[config.mk]
export PLATFORM = sky130hd
export DESIGN_NAME = sync0_supervisor
export DESIGN_NICKNAME = d
export VERILOG_FILES = /design/src/rtl/sync0_supervisor.sv
export SDC_FILE = /design/constraint.sdc
export NUM_CORES = 1
export LEC_CHECK = 0
export CORE_UTILIZATION = 49
export DETAILED_ROUTE_END_ITERATION = 12
export PLACE_DENSITY = 0.75
export SYNTH_ARGS = -nofsm -noshare
export SYNTH_HDL_FRONTEND = slang
export SYNTH_SLANG_ARGS = --single-unit
[constraint.sdc]
create_clock -name sys_clk -period 2.96 [get_ports sys_clk]
set_input_delay 0.74 -clock sys_clk [delete_from_list [all_inputs] [get_ports sys_clk]]
set_output_delay 0.74 -clock sys_clk [all_outputs]
set_load 0.01 [all_outputs]
[src/rtl/sync0_supervisor.sv]
// sync0_supervisor: qualifies SYNC0 edges by period and runs the IDLE/ACQUIRE/LOCKED/HOLDOVER lock machine.
// Latency: sync_valid/resync/lost are registered, one cycle after the causing edge or window close.
// Backpressure: none; every edge is judged in the cycle it arrives and is never stalled.
module sync0_supervisor #(
  parameter int SYS_CLK_FREQ = 20480000,
  parameter int SYNC0_FREQ   = 2000,
  parameter int TOL          = 8,
  parameter int LOCK_COUNT   = 4,
  parameter int HOLDOVER_MAX = 16
) (
  input  logic       sys_clk,
  input  logic       reset,
  input  logic       enable,
  input  logic       sync_edge,
  input  logic       clr_err,
  output logic       sync_valid,
  output logic       resync,
  output logic       lost,
  output logic [1:0] state,
  output logic       locked,
  output logic [7:0] err_cnt
);

  localparam int NOMINAL = SYS_CLK_FREQ / SYNC0_FREQ;
  localparam int GW      = $clog2(LOCK_COUNT + 1);
  localparam int MW      = $clog2(HOLDOVER_MAX + 1);

  // Acceptance window on the measured period P = cnt + 1.
  localparam logic [16:0] P_MIN     = 17'(NOMINAL - TOL);
  localparam logic [16:0] P_MAX     = 17'(NOMINAL + TOL);
  // Last count at which an edge can still land in the window.
  localparam logic [15:0] CLOSE_CNT = 16'(NOMINAL + TOL - 1);
  // Reloading TOL at window close keeps phase as if an edge had arrived at NOMINAL.
  localparam logic [15:0] TOL_CNT   = 16'(TOL);
  localparam logic [GW-1:0] GOOD_LAST = GW'(LOCK_COUNT - 1);
  localparam logic [MW-1:0] MISS_LAST = MW'(HOLDOVER_MAX - 1);

  typedef enum logic [1:0] {
    IDLE     = 2'd0,
    ACQUIRE  = 2'd1,
    LOCKED   = 2'd2,
    HOLDOVER = 2'd3
  } state_t;

  state_t        cur_state;
  state_t        nxt_state;
  logic [15:0]   cnt;
  logic [15:0]   cnt_nxt;
  logic [15:0]   cnt_inc;
  logic [16:0]   period;
  logic          in_window;
  logic          early;
  logic          window_close;
  logic [GW-1:0] good;
  logic [GW-1:0] good_nxt;
  logic [MW-1:0] miss;
  logic [MW-1:0] miss_nxt;
  logic          err_inc;
  logic          sync_valid_nxt;
  logic          resync_nxt;
  logic          lost_nxt;

  // Period measurement and window classification of the current cycle.
  always_comb begin
    cnt_inc      = (cnt == 16'hFFFF) ? cnt : cnt + 16'd1;
    period       = {1'b0, cnt} + 17'd1;
    in_window    = (period >= P_MIN) && (period <= P_MAX);
    early        = (period < P_MIN);
    window_close = (cnt == CLOSE_CNT) && !sync_edge;
  end

  // Next-state, counter updates and pulse requests.
  always_comb begin
    nxt_state      = cur_state;
    cnt_nxt        = cnt_inc;
    good_nxt       = good;
    miss_nxt       = miss;
    err_inc        = 1'b0;
    sync_valid_nxt = 1'b0;
    resync_nxt     = 1'b0;
    lost_nxt       = 1'b0;

    if (!enable) begin
      nxt_state = IDLE;
      cnt_nxt   = '0;
      good_nxt  = '0;
      miss_nxt  = '0;
    end else begin
      case (cur_state)
        IDLE: begin
          cnt_nxt = '0;
          if (sync_edge) begin
            nxt_state  = ACQUIRE;
            good_nxt   = '0;
            resync_nxt = 1'b1;
          end
        end
        ACQUIRE: begin
          if (sync_edge) begin
            cnt_nxt = '0;
            if (in_window) begin
              if (good == GOOD_LAST) begin
                nxt_state      = LOCKED;
                good_nxt       = '0;
                sync_valid_nxt = 1'b1;
              end else begin
                good_nxt = good + GW'(1);
              end
            end else begin
              good_nxt   = '0;
              resync_nxt = 1'b1;
              err_inc    = 1'b1;
            end
          end
        end
        LOCKED: begin
          if (sync_edge && in_window) begin
            cnt_nxt        = '0;
            sync_valid_nxt = 1'b1;
          end else if (sync_edge && early) begin
            err_inc = 1'b1;
          end else if (window_close) begin
            nxt_state = HOLDOVER;
            cnt_nxt   = TOL_CNT;
            miss_nxt  = MW'(1);
          end
        end
        HOLDOVER: begin
          if (sync_edge && in_window) begin
            nxt_state      = LOCKED;
            cnt_nxt        = '0;
            miss_nxt       = '0;
            sync_valid_nxt = 1'b1;
          end else if (sync_edge && early) begin
            err_inc = 1'b1;
          end else if (window_close) begin
            cnt_nxt = TOL_CNT;
            if (miss == MISS_LAST) begin
              nxt_state = ACQUIRE;
              good_nxt  = '0;
              miss_nxt  = '0;
              lost_nxt  = 1'b1;
            end else begin
              miss_nxt = miss + MW'(1);
            end
          end
        end
        default: begin
          nxt_state = IDLE;
          cnt_nxt   = '0;
        end
      endcase
    end
  end

  // State, counters and registered pulse outputs.
  always_ff @(posedge sys_clk) begin
    if (reset) begin
      cur_state  <= IDLE;
      cnt        <= '0;
      good       <= '0;
      miss       <= '0;
      sync_valid <= 1'b0;
      resync     <= 1'b0;
      lost       <= 1'b0;
    end else begin
      cur_state  <= nxt_state;
      cnt        <= cnt_nxt;
      good       <= good_nxt;
      miss       <= miss_nxt;
      sync_valid <= sync_valid_nxt;
      resync     <= resync_nxt;
      lost       <= lost_nxt;
    end
  end

  // Saturating rejected-edge counter; a clear in the same cycle as an increment wins.
  always_ff @(posedge sys_clk) begin
    if (reset) begin
      err_cnt <= '0;
    end else if (clr_err) begin
      err_cnt <= '0;
    end else if (err_inc && (err_cnt != 8'hFF)) begin
      err_cnt <= err_cnt + 8'd1;
    end
  end

  assign state  = cur_state;
  assign locked = (cur_state == LOCKED);

endmodule

Word-level counts from Yosys, hierarchy flattened
Cells that the tools add are included.

storage, ports and cells
  bits in registers = 37
  latch bits = 0
  bits in writable memories = 0
  memory bits (read-only) = 0
  input bits = 5
  memories kept = 0

operators by class
  $add $sub $neg = 5
  multipliers = 0
  div/mod/pow operators = 0
  $lt $le $gt $ge = 3
  eq/ne operators = 22
  shift-type cells = 0
  mux-type cells = 49
  bitwise operators = 3
  reductions and logical operators = 16

operators with widths
  kind                     count
  $mux W16                 5
  $pmux W16 S3             1
  $mux W5                  7
  $mux W3                  8
  $mux W2                  11
  $ne A2 B2 Y1 const B     10
  $add A16 B1 Y17 const B  1
  $ge A17 B14 Y1 const B   1
  $le A17 B14 Y1 const B   1
  $lt A17 B14 Y1 const B   1
  $add A16 B1 Y16 const B  1
  $eq A16 B14 Y1 const B   1
  $eq A16 B16 Y1 const B   1
  $mux W1                  11
  $pmux W5 S2              1
  $reduce_and A10 Y1       1
  $ne A3 B3 Y1 const B     3
  $pmux W3 S3              1
  $add A8 B1 Y8 const B    1
  $ne A8 B8 Y1 const B     1
  $pmux W2 S4              1
  $reduce_and A7 Y1        1
  $pmux W1 S2              3
  $reduce_and A6 Y1        1
  15 further kinds         24

Logic depth before layout (Yosys ltp)
Gate-level depths: netlist (run 1).

  depth in word-level cells = 8
  depth in mapped cells = 12
  gate-level depth less buffers = 10

Worst setup path before layout (run 1)
Ideal clock, no wire load.

  kind = register to register
  start = reg cnt[0]
  end = reg cnt[10]
  arrival = 2,669 ps
  data required time = 2,827 ps
  slack = 159 ps
  stages on the path, launching flop included = 12
  path buffers = 1
  clock period less this slack = 2,801 ps
  cells stage by stage = dfxtp_1 > ha_1 > a21bo_2 > nor4b_1 > nor3b_1 > nor4_2 > nor2_1 > or4b_4 > and3_4 > o21ai_4 > buf_6 > a21oi_1

on the way
  longest elaborated chain between the ends = 6
  elaborated cells on any way between the ends = 17

ends and longest elaborated chain
  element                                                 line           text
  from (decl)                                             47             logic [15:0] cnt;
  from (signal assigned)                                  168            cnt <= cnt_nxt;
  $add A16 B1 Y17 (tied with other cells)                 66             period = {1'b0, cnt} + 17'd1;
  $lt A17 B14 Y1 (tied with other cells)                  68             early = (period < P_MIN);
  $logic_and A1 B1 Y1 (tied with other cells)             120, 134
  $mux W16 / $logic_and A1 B1 Y1 (equally long branches)  120, 117, 129
  $mux W16                                                117            if (sync_edge && in_window) begin
  $pmux W16 S3 (*)                                        89             case (cur_state)

Every way passes the cells marked *; elsewhere a longest branch is shown, timed or not.
A chain may end at the register's enable or synchronous reset.

Final worst setup path (run 1)
  start = reg cnt[5]
  end = reg cnt[11]

Same word-level chain as after synthesis.

==> results of run 1 <==
repair_timing:
| action | CTS | global route |
|---|---|---|
| pin swaps | 0 | 4 |
| setup buffers | 0 | 1 |
| resized for setup | 0 | 26 |
| endpoints found under the hold margin | 0 | 0 |
| setup endpoints to repair | 2 | 26 |
logic make-up (layout without fill, tap and decap cells):
group	count (synthesis)	count (layout)	synth area share, %
simple gates	139	139	33.2
compound gates	70	70	20.0
fa+ha+maj	5	5	2.57
buf+inv	26	58	5.29
mux	4	4	1.64
xor+xnor	19	19	6.83
flops	37	37	30.4
per-stage QoR:
step | hold WS (ps) | setup TNS (ps)
after CTS | 468 | -64.7
final | 464 | 0
after floorplan | 429 | 0
after global placement | 446 | 0
after detailed placement | 456 | -80.3
after global routing | 494 | -646
power groups by stage:
| stage | clock network (mW) | logic (mW) | registers (mW) |
|---|---|---|---|
| floorplan | 0 | 0.0180 | 0.512 |
| global placement | 0 | 0.0302 | 0.513 |
| detailed placement | 0 | 0.0307 | 0.513 |
| CTS | 0.365 | 0.0308 | 0.502 |
| global route | 0.383 | 0.0350 | 0.500 |
| finish | 0.354 | 0.0324 | 0.500 |
cells in the mapped netlist, types with 3 or more instances:
cell	n	area (sq um)
a2111oi_0	4	35.0
a21oi_1	25	125
a31oi_1	4	25.0
and3_1	5	31.3
and4_1	3	26.3
buf_1	3	11.3
buf_2	6	30.0
buf_4	4	30.0
clkbuf_1	6	22.5
dfxtp_1	37	741
ha_1	5	62.6
inv_1	5	18.8
mux2i_1	4	40.0
nand2_1	21	78.8
nand2b_1	7	43.8
nand3_1	19	95.1
nand4_1	6	37.5
nand4b_1	6	52.6
nor2_1	31	116
nor2b_1	3	18.8
nor3_1	9	45.0
nor3b_1	6	45.0
nor4b_1	3	26.3
o211ai_1	3	22.5
o21a_1	3	22.5
o21ai_0	9	45.0
xnor2_1	15	131
xor2_1	4	35.0
critical path, delay by kind of cell (launching register included):
kind	cells	cell delay, ps
AOI/OAI and AO/OA	3	470
buffers and inverters	2	340
DFF	1	430
and+or+nand+nor	6	1520
state kept, by name, summed over array words and instances (netlist names):
signal and flops:
cnt 16, err_cnt 8, miss 5, good 3, state 2, lost 1
resync 1, sync_valid 1
routing by layer:
layer | vias up | wire (microns) | track usage, %
li1 | 1164 | - | -
met1 | 1071 | 2730 | 30.9
met2 | 80 | 2950 | 37.8
met3 | 13 | 303 | 4.44
met4 | 0 | 109 | 10.5
met5 | - | 0 | 0
cell type report:
| cell class | count | area (sq um) | share of cell area, % |
|---|---|---|---|
| multi-input combinational | 237 | 1640 | 54.9 |
| sequential | 37 | 753 | 25.3 |
| timing repair buffer | 46 | 403 | 13.5 |
| clock buffer | 7 | 86.3 | 2.89 |
| tap | 67 | 83.8 | 2.81 |
| inverter | 5 | 18.8 | 0.629 |
path summary, 6_finish.rpt:
path | slack, ps | to | depth (start not counted) | from
max | 80 | cnt[11]$_SDFF_PP0_ | 11 | cnt[5]$_SDFF_PP0_
min | 460 | miss[4]$_SDFFE_PP0P_ | 2 | miss[4]$_SDFFE_PP0P_
max reg2reg | 80 | cnt[11]$_SDFF_PP0_ | 11 | cnt[5]$_SDFF_PP0_
min reg2reg | 460 | miss[4]$_SDFFE_PP0P_ | 2 | miss[4]$_SDFFE_PP0P_
placed cells by master, fill, tap and decap left out, types with 3 or more instances in the layout:
master            n
nand2_1          21
o211ai_1          3
nand4b_1          6
xor2_1            4
and3_1            4
nand2b_1          7
clkbuf_8          6
o21ai_0           9
inv_1             5
a31oi_1           4
a21oi_1          24
ha_1              4
buf_4            27
mux2i_1           4
dfxtp_2           4
nand4_1           6
o21a_1            3
xnor2_1          15
clkdlybuf4s50_1  18
nor2b_1           3
nor3_1            8
nor3b_1           6
dfxtp_1          31
nor2_1           31
nand3_1          18
==> reports/metrics.csv, run 1 <==
metric;value;unit
Final GP Congestion;0.876;
Die X;72.5;microns
fraction of layout cells with a size suffix above 1;20.2;%
netlist area before placement;2440;sq um
CTS buffer count;5;
Total GRT Usage;23.6;%
post-synth cell types;66;
CP Data Arrival Time;3040;ps
Worst Hold Class;reg -> reg;
Routed Antenna Nets;0;
Max Cap Viol;0;
Switch Pwr;0.190;mW
Area after DPL;2810;sq um
Worst Tran Pin Value;745;ps
antenna violations before repair;0;
worst path cell trace;nand4_1 -> buf_4 -> nor4_4 -> nand2_1 -> a211oi_2 -> nor2_1 -> or4b_4 -> and3_4 -> o21ai_4 -> buf_12 -> a21oi_1;
wire length per cell;15.3;microns
Initial Utilization;51.2;%
number of synthesized flops with an enable pin;0;
# hold bufs at CTS;0;
Crit. End Element;flip-flop;
worst-path maximum fanout;15;
CTS Buffer Depth;2;
worst-case clock skew;4.41;ps
dpl ws;-67.0;ps
Seq pwr share;56.5;%
Peak supply drop;176;uV
Syn Nets;310;
WL final;6.09;mm
switching part of the total;21.4;%
nets;342;
Util after Layout;62.7;%
CTS Root Cell;clkbuf_8;
Die Area;5260;sq um
combinational power share;3.7;%
Leakage;1.02;nW
worst skew pair latency;290;ps
Pwr Total;0.886;mW
Port-buffer cells;18;
GRT overflow;0;
power density over cell area;297;nW/um^2
H-tree depth;2;
outcome;completed;
Layout Cells excl Fill;399;
YS warnings;0;
Row Count;25;
final hold violation count;0;
sequential element share of the synthesized area;30.4;%
Pins Over Slew Limit;0;
CTS tree;done;
Worst EP required;3120;ps
Avg Cell Area, Syn;8.12;sq um
Top FF cell, synth;dfxtp_1;
vias in the first global route;2125;
fraction of registers with async set/reset;0;%
Crit Path Class;reg -> reg;
Max Clock Freq;348;MHz
Synth Register Bits;37;
max incr delay on CP;580;ps
global-route wire length before repair;9.73;mm
TritonRoute pass-1 iters;4;
Area Overhead vs Synth;22.4;%
pin count of the biggest net entering global routing;16;
Rel. slew slack;50.3;%
routed vias/inst;5.83;
Crit-path slowest cell;or4b_4;
placed cell count;391;
IO Count;19;
Final WS setup;84.7;ps
final instance area;2980;sq um
via count;2328;
final setup fails;0;
clock transition at the registers of the reported paths;70;ps
Clock power frac;39.9;%
Starting DRT DRC Count;193;
clk sink count;37;
critical path startpoint category;flip-flop;
Final HPWL DP;4.30;mm
Tmin final;2880;ps
core box area;4750;sq um
# fillers;401;
RSZ-0062 raised after global routing;true;
Gate Count Post-Synth;300;
die height;72.5;microns
fin crit share;97.1;%
P_int;0.697;mW
Remaining DRCs;0;
n_diodes;0;
Note: power is estimated with default switching activity, not from simulation.
==> inputs of run 2 (changes only) <==
- HOLD_SLACK_MARGIN: unset -> 0.02
==> results of run 2 <==
Same layout as run 1: the final DEF is identical, and so are final timing and power.
==> inputs of run 3 (changes only) <==
- CTS_BUF_LIST: unset -> sky130_fd_sc_hd__clkbuf_4
- PLACE_DENSITY: 0.75 -> 0.72
- clock period: 2.96 -> 3.15 ns (I/O delays scaled with it)
==> run 3 against run 2 <==
Clock power fell by 30%. Final area is 6.2% lower. Combinational power is 4% lower. Register-to-register slack better by 98 ps. Die area stayed put. Highest routed layer unchanged. Total power fell by 15%. Cell count fell by 2.5%. Sequential power decreased by 5.6%. Maximum frequency decreased by 3.1%. Utilization down 3.9 points. Critical path type unchanged. Critical endpoint is now err_cnt[6]$_SDFFE_PP0P_.
==> reports/metrics.csv, run 3 (synthesized netlist as in run 1, its figures left out) <==
metric;value;unit;change
outcome;completed;;unchanged
routed vias/inst;5.89;;was 5.83
R2R setup slack;180;ps;was 80 ps
worst skew pair latency;360;ps;was 290 ps
Worst Hold Class;reg -> reg;;unchanged
H-tree depth;2;;unchanged
CTS buffer count;5;;unchanged
CTS tree;done;;unchanged
Rel. slew slack;66.0;%;was 50.3%
CTS Buffer Depth;2;;unchanged
Peak supply drop;229;uV;was 176 uV
final hold violation count;0;;unchanged
Remaining DRCs;0;;unchanged
fin crit share;94.2;%;was 97.1%
max reg flops;16;;unchanged
WHS Path Cells;2;;unchanged
vias in the first global route;2122;;was 2125
TritonRoute pass-1 iters;4;;unchanged
top flop regs;cnt: 16 flops, err_cnt: 8 flops, miss: 5 flops;;unchanged
Leakage;0.953;nW;was 1.02 nW
Area Overhead vs Synth;14.8;%;was 22.4%
n_diodes;0;;unchanged
Final GP Congestion;0.834;;was 0.876
clock transition at the registers of the reported paths;120;ps;was 70 ps
fraction of layout cells with a size suffix above 1;14.3;%;was 20.2%
WL final;5.79;mm;was 6.09 mm
Starting DRT DRC Count;142;;was 193
antenna violations before repair;0;;unchanged
CP Data Arrival Time;3220;ps;was 3040 ps
Max Cap Viol;0;;unchanged
Worst EP required;3400;ps;was 3120 ps
RSZ-0062 raised after global routing;false;;was true
Die Area;5260;sq um;unchanged
Port-buffer cells;18;;unchanged
most frequent cells in the layout;31 x nor2_1, 31 x dfxtp_1, 25 x a21oi_1;;was 31 x nor2_1, 31 x dfxtp_1, 27 x buf_4
Endpoint, Worst Hold;miss[4]$_SDFFE_PP0P_;;unchanged
core box area;4750;sq um;unchanged
# hold bufs at CTS;0;;unchanged
worst-case clock skew;12.8;ps;was 4.41 ps
IO Count;19;;unchanged
Worst Tran Pin Value;508;ps;was 745 ps
nets;331;;was 342
setup bufs post-CTS;0;;unchanged
worst reg2reg path depth;11;;unchanged
GRT overflow;0;;unchanged
Final HPWL DP;4.20;mm;was 4.30 mm
Biggest register;cnt;;unchanged
worst hold start;miss[4]$_SDFFE_PP0P_;;unchanged
Row Count;25;;unchanged
setup TNS;0;ps;unchanged
power density over cell area;268;nW/um^2;was 297 nW/um^2
Routed Antenna Nets;0;;unchanged
final setup fails;0;;unchanged
worst-path maximum fanout;8;;was 15
pin count of the biggest net entering global routing;16;;unchanged
Die X;72.5;microns;unchanged
Pins Over Slew Limit;0;;unchanged
global-route wire length before repair;9.89;mm;was 9.73 mm
Crit. End Element;flip-flop;;unchanged
CTS Root Cell;clkbuf_4;;was clkbuf_8
reg2reg end;err_cnt[6]$_SDFFE_PP0P_;;was cnt[11]$_SDFF_PP0_
Initial Utilization;51.2;%;unchanged
Max Clock Freq;337;MHz;was 348 MHz
critical path startpoint category;flip-flop;;unchanged
Total GRT Usage;24.1;%;was 23.6%
Crit Path Class;reg -> reg;;unchanged
RR Startpoint;cnt[0]$_SDFF_PP0_;;was cnt[5]$_SDFF_PP0_
wire length per cell;14.9;microns;was 15.3 microns
die height;72.5;microns;unchanged
Tmin final;2970;ps;was 2880 ps
Util after Layout;58.8;%;was 62.7%
clk sink count;37;;unchanged
via count;2293;;was 2328
run 3: cell count changes in the layout (fill, tap and decap cells not counted), moves of 2 or more:
cell	previous run	this run
dfxtp_4	2	0
dfxtp_2	4	6
clkbuf_8	6	0
clkbuf_4	0	5
clkinv_1	0	2
buf_4	27	16
run 3: routing by layer:
metal,part of all wire (%),track usage (%),vias to the layer above,routed length (microns)
li1,-,-,1155,-
met1,47,31.8,1060,2750
met2,46,38.9,66,2640
met3,5.6,5.14,12,323
met4,1.3,8.28,0,76
met5,0,0,-,0
run 3: power by group:
| part | switching (mW) | internal (mW) | total [mW] |
|---|---|---|---|
| sequential | 0.00272 | 0.469 | 0.472 |
| combinational | 0.0163 | 0.0150 | 0.0312 |
| clock | 0.167 | 0.0808 | 0.247 |
run 3: worst max-delay path by stage:
| stage | end | slack, ps | start |
|---|---|---|---|
| floorplan | cnt[10]$_SDFF_PP0_ | 350 | cnt[0]$_SDFF_PP0_ |
| global placement | good[1]$_SDFFE_PP0P_ | 50 | sync_edge |
| detailed placement | good[1]$_SDFFE_PP0P_ | 50 | sync_edge |
| CTS | err_cnt[6]$_SDFFE_PP0P_ | 70 | cnt[4]$_SDFF_PP0_ |
| global route | cnt[5]$_SDFF_PP0_ | 20 | cnt[0]$_SDFF_PP0_ |
| finish | err_cnt[6]$_SDFFE_PP0P_ | 180 | cnt[0]$_SDFF_PP0_ |
run 3: area by class of cell:
| type | count | area (sq um) |
|---|---|---|
| Fill cell | 452 | 1960 |
| Clock buffer | 5 | 37.5 |
| Tap cell | 67 | 83.8 |
| Timing Repair Buffer | 35 | 320 |
| Inverter | 5 | 18.8 |
| Sequential cell | 37 | 748 |
| Clock inverter | 3 | 12.5 |
| Multi-Input combinational cell | 237 | 1580 |
run 3: worst max-delay path: stages (launching register included):
cell and delay (ps):
dfxtp_1 350, ha_1 190, buf_4 150, and3_1 380
xnor2_1 180, a31oi_1 140, a211o_1 260, o2bb2ai_1 240
nand2_1 180, a2111oi_1 580, xnor2_1 180, nor2_1 50
run 3: timing repair:
| action | CTS | global route |
|---|---|---|
| setup endpoints to repair | 0 | 21 |
| hold endpoints to repair | 0 | 0 |
| resized for setup | 0 | 11 |
run 3: through the flow:
stage	cell area [sq um]	setup slack (ps)	std cells	power, mW	hold slack (ps)
4_1_cts	2780	69.1	389	0.754	466
5_1_grt	2800	21.7	389	0.782	491
3_3_place_gp	2730	51.1	381	0.513	442
2_1_floorplan	2440	349	300	0.498	429
3_5_place_dp	2730	52.3	381	0.513	448
6_report	2800	183	389	0.750	461
